===== config.mk =====
export PLATFORM = sky130hd
export DESIGN_NAME = pipeline_sequencer
export DESIGN_NICKNAME = d
export VERILOG_FILES = /design/src/rtl/pipe_pkg.sv /design/src/rtl/sat_counter.sv /design/src/rtl/pipeline_sequencer.sv
export SDC_FILE = /design/constraint.sdc
export NUM_CORES = 1
export LEC_CHECK = 0
export ABC_AREA = 1
export ABC_CLOCK_PERIOD_IN_PS = 3780
export BUFFER_PORTS_ARGS = -buffer_cell sky130_fd_sc_hd__buf_2
export CAP_MARGIN = 30
export CORE_MARGIN = 1.5
export CORE_UTILIZATION = 40
export DETAILED_ROUTE_END_ITERATION = 7
export GPL_ROUTABILITY_DRIVEN = 0
export REMOVE_ABC_BUFFERS = 1
export SYNTH_ARGS = -nofsm -noshare
export SYNTH_HDL_FRONTEND = slang
export SYNTH_SLANG_ARGS = --single-unit

===== constraint.sdc =====
create_clock -name clk_i -period 3.78 [get_ports clk_i]
set_input_delay 0.189 -clock clk_i [delete_from_list [all_inputs] [get_ports clk_i]]
set_output_delay 0.189 -clock clk_i [all_outputs]
set_load 0.01 [all_outputs]

===== src/rtl/pipe_pkg.sv =====
// Shared types and constants for the pipeline sequencer.
//   seqState_t     : sequencer state encoding (RUN/DRAIN/HALT)
//   REDIR_*        : fetch PC select encodings driven on redirect_o
//   drainCntWidth  : width of a down-counter able to hold DRAIN_CYCLES
package pipe_pkg;

  typedef enum logic [1:0] {
    RUN   = 2'd0,
    DRAIN = 2'd1,
    HALT  = 2'd2
  } seqState_t;

  localparam logic [1:0] REDIR_SEQ  = 2'b00;
  localparam logic [1:0] REDIR_PRED = 2'b01;
  localparam logic [1:0] REDIR_EXEC = 2'b10;

  // A zero-length drain still needs a 1-bit register to keep widths legal.
  function automatic int drainCntWidth(input int cycles);
    return (cycles < 1) ? 1 : $clog2(cycles + 1);
  endfunction

endpackage


===== src/rtl/sat_counter.sv =====
// Saturating up-counter with asynchronous active-low reset.
// Ports:
//   clk_i      : clock
//   reset_n_i  : asynchronous active-low reset (count_o -> 0)
//   inc        : add one this cycle unless already all-ones
//   clear      : synchronous clear, wins over inc
//   count_o    : current count
module sat_counter #(
  parameter int WIDTH = 32
) (
  input  logic             clk_i,
  input  logic             reset_n_i,
  input  logic             inc,
  input  logic             clear,
  output logic [WIDTH-1:0] count_o
);

  always_ff @(posedge clk_i or negedge reset_n_i) begin
    if (!reset_n_i) begin
      count_o <= '0;
    end else if (clear) begin
      count_o <= '0;
    end else if (inc && !(&count_o)) begin
      count_o <= count_o + WIDTH'(1);
    end
  end

endmodule


===== src/rtl/pipeline_sequencer.sv =====
// Hazard and flow controller for the F/D/E/M/W core. Turns decode, execute
// and memory status into per-stage stall/flush controls and a fetch redirect
// select, drains the back end for serializing instructions and parks the
// core after EBREAK. Also counts front-end stall cycles.
//
// state | meaning
// ------+------------------------------------------------------------
// RUN   | normal flow; serializing instruction in E starts a drain
// DRAIN | front end held, bubbles into E, waiting drainCnt cycles
// HALT  | parked after EBREAK until resume_i (memory idle)
//
// Ports:
//   clk_i, reset_n_i            : clock, asynchronous active-low reset
//   D_dataHazard_i, D_predictPC_i : decode hazard / predicted redirect
//   E_mispredict_i, E_serialize_i, E_isEBREAK_i, E_mcBusy_i : execute status
//   M_memBusy_i                 : data memory access still outstanding
//   resume_i                    : debug resume, used only in HALT
//   F/D/E/M_stall_o             : hold stage pipeline register
//   D/E/M_flush_o               : kill / bubble the stage input
//   redirect_o                  : 00 sequential, 01 D prediction, 10 E correction
//   halted_o                    : core parked in HALT
//   stallCycles_o               : saturating count of cycles with F_stall_o=1
module pipeline_sequencer
  import pipe_pkg::*;
#(
  parameter int DRAIN_CYCLES = 3,
  parameter int CNT_BITS     = 32
) (
  input  logic                clk_i,
  input  logic                reset_n_i,
  input  logic                D_dataHazard_i,
  input  logic                D_predictPC_i,
  input  logic                E_mispredict_i,
  input  logic                E_serialize_i,
  input  logic                E_isEBREAK_i,
  input  logic                E_mcBusy_i,
  input  logic                M_memBusy_i,
  input  logic                resume_i,
  output logic                F_stall_o,
  output logic                D_stall_o,
  output logic                E_stall_o,
  output logic                M_stall_o,
  output logic                D_flush_o,
  output logic                E_flush_o,
  output logic                M_flush_o,
  output logic [1:0]          redirect_o,
  output logic                halted_o,
  output logic [CNT_BITS-1:0] stallCycles_o
);

  localparam int             DCW        = drainCntWidth(DRAIN_CYCLES);
  localparam logic [DCW-1:0] DRAIN_LOAD = DCW'(DRAIN_CYCLES);

  seqState_t      state, stateNext;
  logic [DCW-1:0] drainCnt, drainCntNext;
  logic           ebreakPend, ebreakPendNext;

  always_ff @(posedge clk_i or negedge reset_n_i) begin
    if (!reset_n_i) begin
      state      <= RUN;
      drainCnt   <= '0;
      ebreakPend <= 1'b0;
    end else begin
      state      <= stateNext;
      drainCnt   <= drainCntNext;
      ebreakPend <= ebreakPendNext;
    end
  end

  always_comb begin
    F_stall_o      = 1'b0;
    D_stall_o      = 1'b0;
    E_stall_o      = 1'b0;
    M_stall_o      = 1'b0;
    D_flush_o      = 1'b0;
    E_flush_o      = 1'b0;
    M_flush_o      = 1'b0;
    redirect_o     = REDIR_SEQ;
    stateNext      = state;
    drainCntNext   = drainCnt;
    ebreakPendNext = ebreakPend;

    if (M_memBusy_i) begin
      // Whole pipe frozen; sequencing state is held so a busy cycle
      // lengthens a drain by exactly one cycle.
      F_stall_o = 1'b1;
      D_stall_o = 1'b1;
      E_stall_o = 1'b1;
      M_stall_o = 1'b1;
    end else begin
      if (E_mcBusy_i) begin
        F_stall_o = 1'b1;
        D_stall_o = 1'b1;
        E_stall_o = 1'b1;
        M_flush_o = 1'b1;
      end else if (E_mispredict_i && (state == RUN)) begin
        D_flush_o  = 1'b1;
        E_flush_o  = 1'b1;
        redirect_o = REDIR_EXEC;
      end else if (state != RUN) begin
        F_stall_o = 1'b1;
        D_stall_o = 1'b1;
        E_flush_o = 1'b1;
      end else if (E_serialize_i || E_isEBREAK_i) begin
        F_stall_o      = 1'b1;
        D_stall_o      = 1'b1;
        E_flush_o      = 1'b1;
        ebreakPendNext = E_isEBREAK_i;
        if (DRAIN_CYCLES == 0) begin
          stateNext = E_isEBREAK_i ? HALT : RUN;
        end else begin
          stateNext    = DRAIN;
          drainCntNext = DRAIN_LOAD;
        end
      end else if (D_dataHazard_i) begin
        // Prediction from the stalled D instruction is dropped here and
        // simply re-requested once the hazard clears.
        F_stall_o = 1'b1;
        D_stall_o = 1'b1;
        E_flush_o = 1'b1;
      end else if (D_predictPC_i) begin
        D_flush_o  = 1'b1;
        redirect_o = REDIR_PRED;
      end

      case (state)
        DRAIN: begin
          if (drainCnt <= DCW'(1)) begin
            drainCntNext = '0;
            stateNext    = ebreakPend ? HALT : RUN;
          end else begin
            drainCntNext = drainCnt - DCW'(1);
          end
        end
        HALT: begin
          if (resume_i) begin
            stateNext      = RUN;
            ebreakPendNext = 1'b0;
          end
        end
        default: ;
      endcase
    end
  end

  assign halted_o = (state == HALT);

  sat_counter #(
    .WIDTH(CNT_BITS)
  ) uStallCnt (
    .clk_i    (clk_i),
    .reset_n_i(reset_n_i),
    .inc      (F_stall_o),
    .clear    (1'b0),
    .count_o  (stallCycles_o)
  );

endmodule

==> flow_summary_export.csv, run 1 <==
group,metric,value,unit
status,status,"finished clean",
final_layout,utilization,47.6,%
final_layout,layout.area.seq,926,um2
timing,slew_violations,0,
placement,hpwl,4840,um
route,route.vias.total,2520,
die,die_x,83.8,um
cts,cts.reportedPaths.clkPinSlew,80,ps
critical_path,start_kind,"register",
die,rows,29,
route,via_per_inst,4.64,
final_layout,area_growth,15.0,%
route,wl_per_cell,11.7,um
route,drtIter0Drc,108,
synth,ys_types,27,
critical_path,r2r-start,"uStallCnt.count_o[0]",
timing,fin_tns_setup,0,ps
power,intPower,784,uW
critical_path,cp_data_required_time,3960,ps
power,p_leak,0.00162,uW
final_layout,fill_cells,690,
timing,period_share,52.1,%
global_route,overflow,0,
global_route,grt_pass1_wl,11000,um
die,dieArea,7030,um2
global_route,antenna_found_initial,0,
cts,hold_buffers,0,
synth,syn_avg_cell_area,6.30,um2
global_route,grt_pass1_vias,2318,
final_layout,multiInputGateArea,1460,um2
synth,synth_top_area_share,35.4,%
route,drtPass1Iterations,4,
die,die_h,83.8,um
timing,period_needed,1970,ps
final_layout,stdcell_count,543,
timing,tightest_slew,852,ps
critical_path,critical_path.max_fanout,32,
cts,ctsHtreeMaxLevel,2,
timing,rsz0062_at_grt,"false",
synth,synth_largest_area_cell,"dfrtp_1",
route,wl,6370,um
synth,syn-cell-area,2610,um2
placement,port_buffers,51,
power,seq_power_share,43.0,%
critical_path,critPathKind,"register to register",
cts,insertion_delay,290,ps
power,power.switching,437,uW
timing,relSlewSlack,43.2,%
critical_path,r2r-end,"uStallCnt.count_o[27]",
placement,place_inst,536,
global_route,grt_max_degree,38,
synth,synth_seq_cells,37,
power,p_total,1220,uW
global_route,grt.total_usage,19.3,%
critical_path,crit_arrival,2150,ps
final_layout,nNetsFinal,480,
timing,max_clock_freq,508,MHz
synth,synth_cells,415,
timing,setup_viol,0,
route,final_antenna_net_count,0,
final_layout,mostFrequentLayoutCells,"206 x nand2_1, 57 x nor2_1, 51 x buf_2",
run,max_cap_violations,0,
critical_path,r2r_slack,1810,ps
cts,cts.sinks,37,
die,initial_utilization,41.4,%
power,switching_share,35.8,%
power,p_per_area,406,nW/um2
cts,cts_buffers,5,
power,combPwrFrac,29.4,%
power,irDropWorstVdd,0.276,mV
route,drc,0,
power,p_clk_share,27.5,%
die,ioPinCount,52,
cts,post_cts_buffers,0,
cts,cts_resized,0,
cts,cts_tree,"built",
cts,cts_buffer_depth,2,
critical_path,r2r_cells,10,
synth,synthTopCellsByArea,"dfrtp_1 35%, nand2_1 30%, nor2_1 8.2%",
die,core_area,6310,um2
timing,hold_viol,0,
timing,clock_skew,5.08,ps
critical_path,endpoint_kind,"register",
final_layout,post_route_cells_drive_above_1_share,14.6,%
worst_hold_path,worstHoldPathType,"input pin to async pin",
synth,yosysWarnings,0,
final_layout,layout_commonest_cell,"nand2_1",
synth,ys_seq_area_share,35.4,%
cts,root_buffer,"clkbuf_8",
final_layout,antennaDiodeCount,0,
==> cell usage after synthesis (all sizes together) <==
cell	instances
a21boi	1
o21ai	8
buf	7
nand2	210
xor2	6
nor3	2
ha	4
nor2	61
nand3	22
a2bb2oi	1
o211ai	1
nand3b	1
o2111ai	1
xnor2	6
nand4	4
inv	43
dfrtp	37
==> cell families after synthesis <==
group	after synthesis	share of synthesized area (%)
AOI/OAI and AO/OA	12	2.78
xor gates and xnor gates	12	4.02
adders and majority gates	4	1.91
buffers and inverters	50	8.71
DFF	37	35.4
and+or+nand+nor	300	47.2
==> layout make-up <==
type / instances / share of cell area [%]
clock inverters: 2 / 1.17
well taps: 77 / 3.21
flip-flops and latches: 37 / 30.8
inverters: 43 / 5.45
multi-input cells: 328 / 48.6
clock buffers: 5 / 2.29
repair buffers: 51 / 8.49
==> registers in the layout, summed over array words and instances, names as in the netlist <==
| signal | cells |
|---|---|
| uStallCnt.count_o | 32 |
| drainCnt | 2 |
| state | 2 |
| ebreakPend | 1 |
==> critical path, stage by stage (launching register included) <==
cell	delay, ps
dfrtp_1	450
ha_1	270
inv_1	110
nor2_4	170
nand2_4	100
nor2_8	150
nand2_4	90
nand2_8	190
inv_4	160
nand2_1	100
nand2_1	60
==> worst max path at each step <==
| stage | startpoint | cells past startpoint | endpoint |
|---|---|---|---|
| floorplan | uStallCnt.count_o[0] | 10 | uStallCnt.count_o[10] |
| global route | uStallCnt.count_o[0] | 10 | uStallCnt.count_o[30] |
| CTS | uStallCnt.count_o[0] | 10 | uStallCnt.count_o[27] |
| global placement | uStallCnt.count_o[1] | 10 | uStallCnt.count_o[12] |
| detailed placement | uStallCnt.count_o[0] | 10 | uStallCnt.count_o[27] |
| finish | uStallCnt.count_o[0] | 10 | uStallCnt.count_o[27] |
==> stage by stage <==
stage                     setup slack [ps]  hold slack, ps  instance area (um2)
after floorplan                       2020            -107                 2550
after global placement                1880             347                 2900
after detailed placement              1800             357                 2900
after CTS                             1780            43.9                 3010
after global routing                  1620            73.1                 3010
final                                 1810            6.96                 3010
==> metal layers <==
metal	vias up	global-route usage, %	share of wire (%)
li1	1364	-	-
met1	1093	26.0	49
met2	58	32.3	45
met3	5	3.76	5.2
met4	0	4.47	0.83
met5	-	0	0
==> power by group through the flow <==
stage                     clock [uW]  combinational, uW  sequential (uW)
after floorplan                    0                241              534
after global placement             0                360              531
after detailed placement           0                362              531
after CTS                        346                365              524
after global routing             365                409              536
final                            336                359              526
No activity file was read; power rests on OpenSTA's default activity.
==> run 2, diff against run 1 <==
ABC_CLOCK_PERIOD_IN_PS = 2000   (was 3780)
clock period = 2 ns   (was 3.78 ns; I/O delays follow)
==> run 2 against run 1 <==
  * Combinational power grew 100%
  * Die area unchanged
  * Clock skew down 0.53 ps
  * Sequential share of layout area decreased by 0.41 points
  * Core utilization increased by 0.63 points
  * Routed wire length grew 2.2%
  * Flip-flop and latch count stayed put
  * Clock power is 60% higher
  * Maximum frequency grew 8.3%
  * Via count is 3.8% higher
  * Critical path type unchanged
==> flow_summary_export.csv, run 2 (synthesis gave the netlist of run 1 again) <==
group,metric,value,unit
status,status,"finished clean",
placement,hpwl,5090,um
final_layout,post_route_cells_drive_above_1_share,15.6,%
die,ioPinCount,52,
timing,fin_ws,183,ps
global_route,grt.total_usage,20.0,%
cts,ctsHtreeMaxLevel,2,
route,wl,6510,um
final_layout,largest_register,"uStallCnt.count_o",
timing,max_clock_freq,550,MHz
die,core_area,6310,um2
route,via_per_inst,4.76,
final_layout,area_growth,16.5,%
critical_path,critical_path.max_fanout,20,
timing,slew_violations,0,
route,final_antenna_net_count,0,
power,irDropWorstVdd,0.457,mV
die,die_x,83.8,um
route,routed.top_layer,"met4",
timing,setup_viol,0,
route,routed-wl-met3,346,um
final_layout,utilization,48.2,%
cts,cts_buffer_depth,2,
timing,relSlewSlack,43.9,%
global_route,grt_pass1_vias,2491,
power,p_total,2250,uW
cts,cts.reportedPaths.clkPinSlew,70,ps
placement,port_buffers,51,
route,drtIter0Drc,108,
global_route,grt_max_degree,38,
route,wl_met2,2940,um
final_layout,nNetsFinal,487,
cts,root_buffer,"clkbuf_8",
global_route,grt_pass1_wl,11500,um
cts,cts_buffers,5,
critical_path,critPathKind,"register to register",
final_layout,mostFrequentLayoutCells,"206 x nand2_1, 57 x nor2_1, 51 x buf_2",
die,initial_utilization,41.4,%
route,drc,0,
critical_path,start_kind,"register",
final_layout,largest_register_ffs,32,
cts,cts_tree,"built",
timing,period_needed,1820,ps
route,drtPass1Iterations,4,
power,p_leak,0.00164,uW
timing,period_share,90.8,%
critical_path,r2r_slack,180,ps
final_layout,layout_commonest_cell,"nand2_1",
timing,hold_viol,0,
timing,fin_tns_setup,0,ps
timing,clock_skew,4.55,ps
route,wl_per_cell,11.8,um
critical_path,endpoint_kind,"register",
route,route.vias.total,2617,
power,p_per_area,738,nW/um2
global_route,antenna_found_initial,0,
global_route,overflow,0,
cts,insertion_delay,290,ps
cts,cts.sinks,37,
placement,pre_cts_ws,182,ps
die,rows,29,
critical_path,cp_data_required_time,2230,ps
die,dieArea,7030,um2
run,max_cap_violations,0,
worst_hold_path,worstHoldPathType,"input pin to register",
final_layout,reg.largest.list,"uStallCnt.count_o x32, drainCnt x2, state x2",
critical_path,crit_arrival,2040,ps
die,die_h,83.8,um
final_layout,antennaDiodeCount,0,
route,m1WireLength,3160,um
timing,tightest_slew,841,ps
timing,rsz0062_at_grt,"false",
==> run 2: changes by cell type in the layout (fill, tap and decap cells not counted), sizes merged <==
cell         delta
buf             +6
bufinv          -1
clkbuf          +2
dlygate4sd3     +1
clkinv          -1
==> run 2: final cells by class <==
cell class / instances / area, um2
fillers: 681 / 3270
multi-input cells: 328 / 1460
flip-flops and latches: 37 / 926
repair buffers: 58 / 310
inverters: 43 / 164
well taps: 77 / 96.3
clock buffers: 7 / 86.3
==> run 2: per-stage QoR <==
step	instance area (um2)	instances	hold slack (ps)
floorplan	2550	408	-196
global placement	2950	542	260
detailed placement	2950	542	263
CTS	3040	550	102
global route	3050	550	117
finish	3050	550	108
==> run 2: worst paths after layout <==
check                                          start                    end  cells after the start
min in group asynchronous                  reset_n_i   uStallCnt.count_o[2]                      2
worst max register to register  uStallCnt.count_o[1]  uStallCnt.count_o[21]                     10
max in group asynchronous                  reset_n_i  uStallCnt.count_o[18]                      2
worst min register to register            ebreakPend             ebreakPend                      1
worst min-delay path                        resume_i             ebreakPend                      4
worst max-delay path            uStallCnt.count_o[1]  uStallCnt.count_o[21]                     10
==> run 2: layer usage <==
layer	GRT usage [%]	vias to the layer above
met5	0	-
met4	4.47	0
met3	3.46	6
met2	34.2	72
met1	26.5	1165
li1	-	1374
==> run 2: power by group <==
group          internal [uW]  switching (uW)  total, uW
Clock                    274             263        536
Combinational            282             440        722
Sequential               859             130        989
Total                   1410             833       2250
==> run 2: what timing repair did <==
action                                  in CTS  in global routing
hold buffers                                 1                  0
endpoints found under the setup margin       0                  2
buffers inserted                             0                  0
resized for setup                            0                  1
hold endpoints to repair                    37                  0
==> run 2: worst max-delay path: stages, from the launching register on <==
cell	delay, ps
dfrtp_1	420
ha_2	240
inv_1	90
nor2_4	170
nand2_4	100
nor2_8	150
nand2_4	90
nand2_8	140
buf_4	210
nand2_1	60
nand2_1	70
